## config.mk

```make
export PLATFORM = sky130hd
export DESIGN_NAME = difftest_trigger_csr_queue
export DESIGN_NICKNAME = d
export VERILOG_FILES = /design/src/rtl/difftest_trigger_pkg.sv /design/src/rtl/difftest_rr_arbiter.sv /design/src/rtl/difftest_trigger_csr_queue.sv
export SDC_FILE = /design/constraint.sdc
export NUM_CORES = 2
export LEC_CHECK = 0
export BUFFER_PORTS_ARGS = -buffer_cell sky130_fd_sc_hd__buf_2
export CAP_MARGIN = 40
export CORE_AREA = 5 5 372 338
export CTS_BUF_LIST = sky130_fd_sc_hd__clkbuf_4 sky130_fd_sc_hd__clkbuf_8
export DETAILED_ROUTE_END_ITERATION = 8
export DIE_AREA = 0 0 377 343
export GPL_ROUTABILITY_DRIVEN = 1
export PLACE_DENSITY = 0.76
export SYNTH_ARGS = -nofsm -noshare
export SYNTH_HDL_FRONTEND = slang
export SYNTH_SLANG_ARGS = --single-unit
```

## constraint.sdc

```tcl
create_clock -name clock -period 7.7 [get_ports clock]
set_clock_uncertainty 0.15 [all_clocks]
set_input_delay 1.54 -clock clock [delete_from_list [all_inputs] [get_ports clock]]
set_output_delay 1.54 -clock clock [all_outputs]
set_load 0.01 [all_outputs]
```

## src/rtl/difftest_trigger_pkg.sv

```systemverilog
// rtl/difftest_trigger_pkg.sv - shared types, widths and helpers for the trigger-CSR capture queue
//
// Contents:
//   DROP_CNT_W          width of the saturating drop counter
//   trigger_csr_snap_t  snapshot layout at the default 64-bit CSR / 8-bit coreid widths
//   chan_idx_w()        width of a channel index (never below 1 bit)
//   sat_add()           saturating add used by the drop counter
package difftest_trigger_pkg;

  localparam int DROP_CNT_W  = 32;
  localparam int SNAP_DATA_W = 64;
  localparam int SNAP_CORE_W = 8;

  typedef struct packed {
    logic [SNAP_DATA_W-1:0] tselect;
    logic [SNAP_DATA_W-1:0] tdata1;
    logic [SNAP_DATA_W-1:0] tinfo;
    logic [SNAP_CORE_W-1:0] coreid;
  } trigger_csr_snap_t;

  function automatic int chan_idx_w(input int n);
    return (n > 1) ? $clog2(n) : 1;
  endfunction

  function automatic logic [DROP_CNT_W-1:0] sat_add(input logic [DROP_CNT_W-1:0] a,
                                                     input logic [DROP_CNT_W-1:0] b);
    logic [DROP_CNT_W:0] s;
    s = {1'b0, a} + {1'b0, b};
    return s[DROP_CNT_W] ? '1 : s[DROP_CNT_W-1:0];
  endfunction

endpackage

```

## src/rtl/difftest_rr_arbiter.sv

```systemverilog
// rtl/difftest_rr_arbiter.sv - round-robin grant of one pending capture slot per cycle
//
// Ports:
//   clock          sole clock
//   reset_n        asynchronous active-low reset (pointer returns to 0)
//   req_i          one request bit per channel (slot pending)
//   en_i           grant allowed this cycle (downstream can accept)
//   grant_o        one-hot grant
//   grant_idx_o    index of the granted channel
//   grant_valid_o  a grant was issued this cycle
module difftest_rr_arbiter #(
  parameter int NUM_CH = 2,
  parameter int IDX_W  = 1
) (
  input  logic              clock,
  input  logic              reset_n,
  input  logic [NUM_CH-1:0] req_i,
  input  logic              en_i,
  output logic [NUM_CH-1:0] grant_o,
  output logic [IDX_W-1:0]  grant_idx_o,
  output logic              grant_valid_o
);

  logic [IDX_W-1:0] ptr_q, ptr_d;
  logic [IDX_W-1:0] cand;
  logic             found;

  // Scan channels starting at the pointer; the first requester wins.
  always_comb begin
    found       = 1'b0;
    grant_idx_o = '0;
    cand        = '0;
    for (int i = 0; i < NUM_CH; i++) begin
      cand = IDX_W'((int'(ptr_q) + i) % NUM_CH);
      if (en_i && !found && req_i[cand]) begin
        found       = 1'b1;
        grant_idx_o = cand;
      end
    end
  end

  assign grant_valid_o = found;
  assign grant_o       = found ? (NUM_CH'(1) << grant_idx_o) : '0;

  // Pointer moves just past the winner; it holds when nothing is granted.
  always_comb begin
    ptr_d = ptr_q;
    if (found) begin
      if (int'(grant_idx_o) == NUM_CH - 1) ptr_d = '0;
      else                                 ptr_d = grant_idx_o + IDX_W'(1);
    end
  end

  always_ff @(posedge clock or negedge reset_n) begin
    if (!reset_n) ptr_q <= '0;
    else          ptr_q <= ptr_d;
  end

endmodule

```

## src/rtl/difftest_trigger_csr_queue.sv

```systemverilog
// rtl/difftest_trigger_csr_queue.sv - buffered multi-channel capture of trigger-CSR difftest snapshots
//
// Each channel owns one pending slot loaded by its capture strobe. A round-robin
// arbiter moves one pending slot per cycle into a shared circular FIFO, which is
// drained through a valid/ready port. Overwriting a still-pending slot is counted.
//
// Optional feature macro: TRIGGER_CSR_DEDUP_EN
//   defined   - a capture whose {tselect,tdata1,tinfo} equals the channel's last
//               captured payload is ignored (after the first capture)
//   undefined - every strobe captures
//
// Ports:
//   clock, reset_n                        clock, asynchronous active-low reset
//   in_enable[NUM_CH]                     per-channel capture strobe
//   in_tselect/in_tdata1/in_tinfo         per-channel payload, channel c at [c*DATA_W +: DATA_W]
//   in_coreid                             per-channel core id, channel c at [c*CORE_W +: CORE_W]
//   out_valid/out_ready                   FIFO head handshake
//   out_tselect/out_tdata1/out_tinfo      head payload
//   out_coreid, out_chan                  head core id and source channel
//   drop_count                            saturating count of overwritten pending snapshots
//   overflow                              sticky drop flag
module difftest_trigger_csr_queue
  import difftest_trigger_pkg::*;
#(
  parameter int NUM_CH = 2,
  parameter int DEPTH  = 4,
  parameter int DATA_W = 64,
  parameter int CORE_W = 8,
  localparam int CHAN_W = chan_idx_w(NUM_CH)
) (
  input  logic                     clock,
  input  logic                     reset_n,
  input  logic [NUM_CH-1:0]        in_enable,
  input  logic [NUM_CH*DATA_W-1:0] in_tselect,
  input  logic [NUM_CH*DATA_W-1:0] in_tdata1,
  input  logic [NUM_CH*DATA_W-1:0] in_tinfo,
  input  logic [NUM_CH*CORE_W-1:0] in_coreid,
  output logic                     out_valid,
  input  logic                     out_ready,
  output logic [DATA_W-1:0]        out_tselect,
  output logic [DATA_W-1:0]        out_tdata1,
  output logic [DATA_W-1:0]        out_tinfo,
  output logic [CORE_W-1:0]        out_coreid,
  output logic [CHAN_W-1:0]        out_chan,
  output logic [DROP_CNT_W-1:0]    drop_count,
  output logic                     overflow
);

  localparam int PTR_W = $clog2(DEPTH);
  localparam int CNT_W = $clog2(DEPTH + 1);

  typedef struct packed {
    logic [DATA_W-1:0] tselect;
    logic [DATA_W-1:0] tdata1;
    logic [DATA_W-1:0] tinfo;
    logic [CORE_W-1:0] coreid;
  } snap_t;

  // Incoming snapshots, unpacked per channel
  snap_t in_snap [NUM_CH];

  always_comb begin
    for (int c = 0; c < NUM_CH; c++) begin
      in_snap[c].tselect = in_tselect[c*DATA_W +: DATA_W];
      in_snap[c].tdata1  = in_tdata1[c*DATA_W +: DATA_W];
      in_snap[c].tinfo   = in_tinfo[c*DATA_W +: DATA_W];
      in_snap[c].coreid  = in_coreid[c*CORE_W +: CORE_W];
    end
  end

  // Effective capture strobes
  logic [NUM_CH-1:0] cap;

`ifdef TRIGGER_CSR_DEDUP_EN
  logic [3*DATA_W-1:0] last_q [NUM_CH];
  logic [NUM_CH-1:0]   seen_q;

  // coreid is deliberately excluded from the comparison: it is fixed per hart.
  always_comb begin
    for (int c = 0; c < NUM_CH; c++) begin
      cap[c] = in_enable[c] &&
               !(seen_q[c] &&
                 (last_q[c] == {in_snap[c].tselect, in_snap[c].tdata1, in_snap[c].tinfo}));
    end
  end

  always_ff @(posedge clock or negedge reset_n) begin
    if (!reset_n) begin
      seen_q <= '0;
      for (int c = 0; c < NUM_CH; c++) last_q[c] <= '0;
    end else begin
      for (int c = 0; c < NUM_CH; c++) begin
        if (cap[c]) begin
          last_q[c] <= {in_snap[c].tselect, in_snap[c].tdata1, in_snap[c].tinfo};
          seen_q[c] <= 1'b1;
        end
      end
    end
  end
`else
  assign cap = in_enable;
`endif

  // FIFO bookkeeping
  snap_t             mem_q      [DEPTH];
  logic [CHAN_W-1:0] chan_mem_q [DEPTH];
  logic [PTR_W-1:0]  wr_ptr_q, wr_ptr_d;
  logic [PTR_W-1:0]  rd_ptr_q, rd_ptr_d;
  logic [CNT_W-1:0]  count_q, count_d;
  logic              push, pop, can_accept;

  // Arbiter
  logic [NUM_CH-1:0] grant;
  logic [CHAN_W-1:0] grant_idx;
  logic              grant_valid;

  // Pending slots
  logic [NUM_CH-1:0] pend_q, pend_d;
  snap_t             slot_q [NUM_CH];
  snap_t             slot_d [NUM_CH];
  logic [NUM_CH-1:0] drop_vec;

  logic [DROP_CNT_W-1:0] drop_cnt_q, drop_cnt_d, drops_now;
  logic                  overflow_q, overflow_d;

  assign out_valid  = (count_q != '0);
  assign pop        = out_valid && out_ready;
  // A full FIFO still accepts when the head leaves in the same cycle.
  assign can_accept = (count_q < CNT_W'(DEPTH)) || pop;
  assign push       = grant_valid;

  difftest_rr_arbiter #(
    .NUM_CH (NUM_CH),
    .IDX_W  (CHAN_W)
  ) u_arb (
    .clock         (clock),
    .reset_n       (reset_n),
    .req_i         (pend_q),
    .en_i          (can_accept),
    .grant_o       (grant),
    .grant_idx_o   (grant_idx),
    .grant_valid_o (grant_valid)
  );

  // A grant drains the slot; a capture in the same cycle refills it without a
  // drop because the old value is leaving for the FIFO.
  always_comb begin
    pend_d   = pend_q;
    slot_d   = slot_q;
    drop_vec = '0;
    for (int c = 0; c < NUM_CH; c++) begin
      if (grant[c]) pend_d[c] = 1'b0;
      if (cap[c]) begin
        drop_vec[c] = pend_q[c] && !grant[c];
        pend_d[c]   = 1'b1;
        slot_d[c]   = in_snap[c];
      end
    end
  end

  // Several channels may drop in one cycle; each counts.
  always_comb begin
    drops_now = '0;
    for (int c = 0; c < NUM_CH; c++) begin
      drops_now = drops_now + DROP_CNT_W'(drop_vec[c]);
    end
  end

  assign drop_cnt_d = sat_add(drop_cnt_q, drops_now);
  assign overflow_d = overflow_q | (|drop_vec);

  always_comb begin
    wr_ptr_d = push ? wr_ptr_q + PTR_W'(1) : wr_ptr_q;
    rd_ptr_d = pop  ? rd_ptr_q + PTR_W'(1) : rd_ptr_q;
    count_d  = count_q;
    if (push && !pop)      count_d = count_q + CNT_W'(1);
    else if (!push && pop) count_d = count_q - CNT_W'(1);
  end

  always_ff @(posedge clock or negedge reset_n) begin
    if (!reset_n) begin
      pend_q     <= '0;
      wr_ptr_q   <= '0;
      rd_ptr_q   <= '0;
      count_q    <= '0;
      drop_cnt_q <= '0;
      overflow_q <= 1'b0;
      for (int c = 0; c < NUM_CH; c++) slot_q[c] <= '0;
      for (int i = 0; i < DEPTH; i++) begin
        mem_q[i]      <= '0;
        chan_mem_q[i] <= '0;
      end
    end else begin
      pend_q     <= pend_d;
      slot_q     <= slot_d;
      wr_ptr_q   <= wr_ptr_d;
      rd_ptr_q   <= rd_ptr_d;
      count_q    <= count_d;
      drop_cnt_q <= drop_cnt_d;
      overflow_q <= overflow_d;
      if (push) begin
        mem_q[wr_ptr_q]      <= slot_q[grant_idx];
        chan_mem_q[wr_ptr_q] <= grant_idx;
      end
    end
  end

  // Head entry drives the outputs directly; it cannot change until popped.
  assign out_tselect = mem_q[rd_ptr_q].tselect;
  assign out_tdata1  = mem_q[rd_ptr_q].tdata1;
  assign out_tinfo   = mem_q[rd_ptr_q].tinfo;
  assign out_coreid  = mem_q[rd_ptr_q].coreid;
  assign out_chan    = chan_mem_q[rd_ptr_q];
  assign drop_count  = drop_cnt_q;
  assign overflow    = overflow_q;

endmodule

```

[Yosys cells after proc, flatten, opt, wreduce, memory -nomap -nowiden]
Cells that the tools add are included.
Storage, ports and cells
  flip-flop bits (word level): 1247
  output and inout port bits: 235
Cells by class
  mux-type cells: 34
  shift-type cells: 1
  reduce and logical (&&, ||, !) cells: 20
  order comparisons: 7
  bitwise logic cells: 4
  add/sub/neg operators: 8
Operators with widths (count)
  200-bit two-way mux: 6
  800-bit bitwise mux: 1
  200-bit binary-select mux with 2-bit select: 1
  200-bit demux with 2-bit select: 1
  32-bit by 2-bit adder with 33-bit output: 1
  32-bit two-way mux: 1
  1-bit two-way mux: 18
  1-bit logical AND: 9
  3-bit greater-or-equal comparator, second input constant: 2
  3-bit two-way mux: 2
  2-bit NOT with 3-bit output: 2
  2-bit nonzero test: 3
  1-bit logical NOT: 5
  2-bit by 1-bit adder with 2-bit output, second input constant: 2
  4-bit bitwise mux: 1
  1-bit by 2-bit less-than comparator with 1-bit output, second input constant: 2
  3-bit by 1-bit adder with 3-bit output, second input constant: 1
  3-bit by 1-bit less-than comparator with 1-bit output, second input constant: 1
  3-bit less-than comparator, second input constant: 1
  3-bit nonzero test: 1
  3-bit by 1-bit subtractor with 3-bit output, second input constant: 1
  1-bit adder, second input constant: 2
  1-bit by 1-bit adder with 2-bit output: 1
  1-bit binary-select mux with 2-bit select: 1
  8 further kinds: 8

[Logic depth before layout (Yosys ltp)]
  word-level depth: 17
  depth in mapped cells: 13
  mapped depth without buffers: 9

[Modules after synthesis]
Synthesis repeated with hierarchy kept, for this count alone.
Unflattened totals
  cells, all modules: 4114
  area, all modules: 51572.0 sq um
Modules (own cells, without submodules)
  difftest_trigger_csr_queue: times used 1, cells an instance 4104, sequential area each 31179.9 sq um, area an instance 51498.1 sq um
  difftest_rr_arbiter: times used 1, cells an instance 10, sequential area each 25.0 sq um, area an instance 73.8 sq um

[Least setup slack after synthesis]
Ideal clock, no wire load.
  path type: input-to-reg
  start point: input port out_ready
  end point: register drop_cnt_q[11], in the netlist drop_count[11]
  buffers on the path: 4
  required time: 7484 ps
  slack: 3591 ps
  library setup time: 66 ps
  data arrival time: 3892 ps
  cell stages on the path: 13
  path through: nand2b_1 buf_4 nand3_4 buf_6 buf_2 and3_1 fa_1 ha_1 nand3_1 nor2_1 nand4_2 buf_2 nand2_1
On the way
  word-level cells in the longest chain between the ends: 16
  elaborated cells between the ends (all ways): 21
Ends and longest elaborated chain
  start, declared: line difftest_trigger_csr_queue.sv:39  | input logic out_ready,
  1-bit logical AND *: line difftest_trigger_csr_queue.sv:127  | assign pop = out_valid && out_ready;
  1-bit logical OR *: line difftest_trigger_csr_queue.sv:129  | assign can_accept = (count_q < CNT_W'(DEPTH)) || pop;
  1-bit logical AND: line difftest_rr_arbiter.sv:35  | if (en_i && !found && req_i[cand]) begin
  1-bit two-way mux: line difftest_rr_arbiter.sv:35
  1-bit logical NOT: line difftest_rr_arbiter.sv:35
  1-bit logical AND (2 in a row): line difftest_rr_arbiter.sv:35
  1-bit two-way mux: line difftest_rr_arbiter.sv:35
  1-bit by 1-bit left shift with 2-bit output: line difftest_rr_arbiter.sv:43  | assign grant_o = found ? (NUM_CH'(1) << grant_idx_o) : '0;
  2-bit two-way mux *: line difftest_rr_arbiter.sv:43
  1-bit logical NOT: line difftest_trigger_csr_queue.sv:154  | drop_vec[c] = pend_q[c] && !grant[c];
  1-bit logical AND: line difftest_trigger_csr_queue.sv:154
  1-bit two-way mux: line difftest_trigger_csr_queue.sv:153  | if (cap[c]) begin
  1-bit by 1-bit adder with 2-bit output *: line difftest_trigger_csr_queue.sv:165  | drops_now = drops_now + DROP_CNT_W'(drop_vec[c]);
  32-bit by 2-bit adder with 33-bit output *: line difftest_trigger_pkg.sv:28  | s = {1'b0, a} + {1'b0, b};
  32-bit two-way mux *: line difftest_trigger_pkg.sv:29  | return s[DROP_CNT_W] ? '1 : s[DROP_CNT_W-1:0];
  via drop_cnt_d[11]: line difftest_trigger_csr_queue.sv:123  | logic [DROP_CNT_W-1:0] drop_cnt_q, drop_cnt_d, drops_now;
  end signal, assigned: line difftest_trigger_csr_queue.sv:199  | drop_cnt_q <= drop_cnt_d;
  end, declared: line difftest_trigger_csr_queue.sv:123
The timed path passes the listed nets; every way through them passes the cells marked *.
A chain may end at the register's enable or synchronous reset.

[Final worst setup path]
  start point: register rd_ptr_q[1]
  end point: output port out_tinfo[9]
On the way
  word-level cells in the longest chain between the ends: 4
Ends and longest elaborated chain
  start, declared: line difftest_trigger_csr_queue.sv:108  | logic [PTR_W-1:0] rd_ptr_q, rd_ptr_d;
  start signal, assigned: line difftest_trigger_csr_queue.sv:197  | rd_ptr_q <= rd_ptr_d;
  2-bit NOT with 3-bit output (not written as such): line difftest_trigger_csr_queue.sv:211  | assign out_tinfo = mem_q[rd_ptr_q].tinfo;
  200-bit binary-select mux with 2-bit select: line difftest_trigger_csr_queue.sv:211
  200-bit two-way mux (2 in a row)
  end, declared: line difftest_trigger_csr_queue.sv:42  | output logic [DATA_W-1:0] out_tinfo,
No other way between the ends. The select of a mux whose other input is x is not followed.

==> impl_metrics.ini <==
[floorplanning]
coreArea_um2 = 122000
rows = 122
top_level_ports = 640
start_util_pct = 44.5
die_x_um = 377
die_h_um = 343
dieArea_um2 = 129000

[power_and_ir_drop]
ir_drop_mv = 0.464
p_leak_nw = 28.2
p_total_mw = 28.3
power_density_nw_per_um2 = 445

[place]
place_congestion = 0.820
placed_area_um2 = 58900
dp_hpwl_um = 82700
io_buffers = 639
dpl.cell_count = 5314

[finish]
final_area_um2 = 63600
final_nets = 4317
drive_gt1_share_pct = 65.3
n_fill_cell = 9979
area_growth_pct = 17.3
stdcell_count = 5699

[critical_path]
cp_slowest_cell = dfrtp_4
critPathArrivalTime_ns = 3.24
path_max_fanout = 125
worst-r2r-cell-count = 6
r2r_setup_slack_ns = 3.91
critPathLaunchType = register
cp.required_ns = 6.01
reg2reg_from = count_q[2]
worstPathCellList = buf_12, mux4_2, buf_2
critPathLaunch = rd_ptr_q[1]
path_class = reg -> out
max_stage_delay_ns = 0.77
worstSetupEndpointType = output pin
cp-endpoint = out_tinfo[9]
rr_endpoint = mem_q[167]

[drt]
viasPerCell = 5.43
drt_first_pass_iters = 6
final_antenna_net_count = 0
drc = 0
wirelength_um = 130000
post_drt_wl_per_cell_um = 22.8
num_vias = 31000
drtIter0Drc = 1409

[timing]
layout_min_cycle_time_ns = 4.93
tns_ns = 0
final_max_slew_viol_count = 0
fmax_ghz = 0.203
rsz0062_at_grt = no
setup_violations = 0
whs_ns = 0.331
slew_headroom_pct = 29.7
worstMarginPinSlew_ns = 1.05
hold_violations = 0
min_period_over_period_pct = 64.0

[grt]
grt_use_met3_pct = 4.31
grt.total_usage_pct = 20.2
globalRouteMet1Util_pct = 26.9
grt_overflow = 0
top_usage_layer = met2
grt_pass1_wl_um = 203000
grt_pass1_vias = 33800
met2_usage_pct = 32.5
antenna_found_initial = 34
grt_start_max_net_pins = 171

[min_path]
worstHoldPathType = reg -> reg

[synth]
yosys_warnings = 0
synth_seq_area_share_pct = 57.6
postSynthNetCount = 3644
syn_area_um2 = 54200
yosysUniqueCellTypes = 38
syn_inst = 3231
post_synth.cell_area_avg_um2 = 16.8
synth.ff_latch_count = 1247

[clocking]
clk_latency_ns = 0.90
cts.repair.resized = 0
cts-hold-fix-buffers = 0
cts_buffers = 200
cts.sinks = 1247
h-tree-depth = 4
clk_path_buf_depth = 3
postCtsSetupRepairBufs = 0
clockRootBuffer = clkbuf_8
clk_pin_slew_worst_paths_ns = 0.06
cts_tree = built

[status]
status = finished, final reports clean

[flow_run]
drv_cap = 0
synthesized netlist by cell type:
master	n	area [µm²]
buf_2	107	536
nor4_1	3	18.8
a21oi_1	11	55.1
dfrtp_1	1247	31200
or4_1	1	7.51
inv_1	4	15.0
mux4_2	201	4530
clkbuf_1	67	251
and4_1	5	43.8
nor2_1	5	18.8
buf_4	1	7.51
buf_1	15	56.3
nand3_2	1	10.0
o211ai_1	4	30.0
nand2b_1	5	31.3
a41oi_1	1	8.76
o21a_1	2	15.0
a31oi_1	6	37.5
nand4_2	2	25.0
nand3_4	1	17.5
and3_1	12	75.1
nor4_4	2	42.5
nand3_1	14	70.1
xor2_1	4	35.0
mux2i_1	1	10.0
mux2_4	123	1850
o21ai_0	12	60.1
mux2_2	1285	14500
nand4_1	9	56.3
buf_6	14	158
a21o_1	2	15.0
ha_1	6	75.1
nand4_4	1	21.3
nor3_1	8	40.0
nand2_1	31	116
fa_1	2	40.0
xnor2_1	12	105
or3_1	4	25.0
cell usage in the layout (no fill, tap or decap), types with 8 or more instances in the layout:
master     count
mux4_2       201
clkbuf_4      62
a21oi_1       11
buf_4         17
xnor2_1       12
nand4_1        9
buf_2        636
nor3_1         8
buf_12        19
nand2_1       31
nand3_1       14
diode_2       25
mux2_4       123
dfrtp_1     1245
clkinv_2      13
bufinv_16     10
clkbuf_8     258
and3_1        12
o21ai_0       12
mux2_2      1285
layer usage:
| layer | wire length [µm] | up-vias |
|---|---|---|
| met4 | 4510 | 10 |
| li1 | - | 13400 |
| met3 | 5990 | 253 |
| met5 | 74 | - |
| met1 | 56200 | 16600 |
| met2 | 63400 | 722 |
kinds of logic after synthesis:
family / count (synthesis) / share of synthesized area, %
flip-flops: 1247 / 57.6
AND/OR/NAND/NOR: 104 / 1.14
XOR/XNOR: 16 / 0.259
multiplexers: 1610 / 38.5
adder cells (fa/ha/maj): 8 / 0.212
buffers and inverters: 208 / 1.89
AO/OA/AOI/OAI: 38 / 0.409
sequential cells by signal, summed over array words and instances, names as in the netlist:
name and cells:
mem_q 800, count_q 3, drop_count 32, wr_ptr_q 2, slot_q 400, u_arb.ptr_q 1
overflow 1, rd_ptr_q 2, pend_q 2, chan_mem_q 4
report_power, final:
group / internal [mW] / switching, mW
clock: 3.65 / 2.70
sequential: 9.06 / 1.25
combinational: 6.22 / 5.39
worst min path at each step:
| stage | cells after the start | slack, ns | end | startpoint |
|---|---|---|---|---|
| floorplan | 2 | 0.29 | chan_mem_q[1] | chan_mem_q[1] |
| global placement | 2 | 0.31 | chan_mem_q[1] | chan_mem_q[1] |
| detailed placement | 2 | 0.32 | chan_mem_q[3] | chan_mem_q[3] |
| CTS | 2 | 0.34 | chan_mem_q[2] | chan_mem_q[2] |
| global route | 2 | 0.36 | chan_mem_q[0] | chan_mem_q[0] |
| finish | 2 | 0.33 | chan_mem_q[3] | chan_mem_q[3] |
layout make-up:
| type | count | area, µm² | area share, % |
|---|---|---|---|
| Sequential cell | 1247 | 31200 | 49.1 |
| Multi-Input combinational cell | 1776 | 21900 | 34.5 |
| Clock buffer | 320 | 4020 | 6.32 |
| Timing Repair Buffer | 675 | 3750 | 5.90 |
| Tap cell | 1612 | 2020 | 3.17 |
| Clock inverter | 40 | 556 | 0.874 |
| Antenna cell | 25 | 62.6 | 0.0984 |
| Inverter | 4 | 15.0 | 0.0236 |
stage by stage:
step	util [%]	setup WS (ns)
after global placement	48.4	2.63
after floorplan	-	3.59
after CTS	52.2	2.57
after global routing	52.2	2.53
after detailed placement	48.4	2.55
final	52.3	2.77
worst max-delay path, delay by kind of cell, from the launching register on:
kind | cells | cell delay (ns)
buffers and inverters | 2 | 0.80
multiplexers | 1 | 0.48
flip-flops | 1 | 0.77
Note: power is estimated with default switching activity, not from simulation.
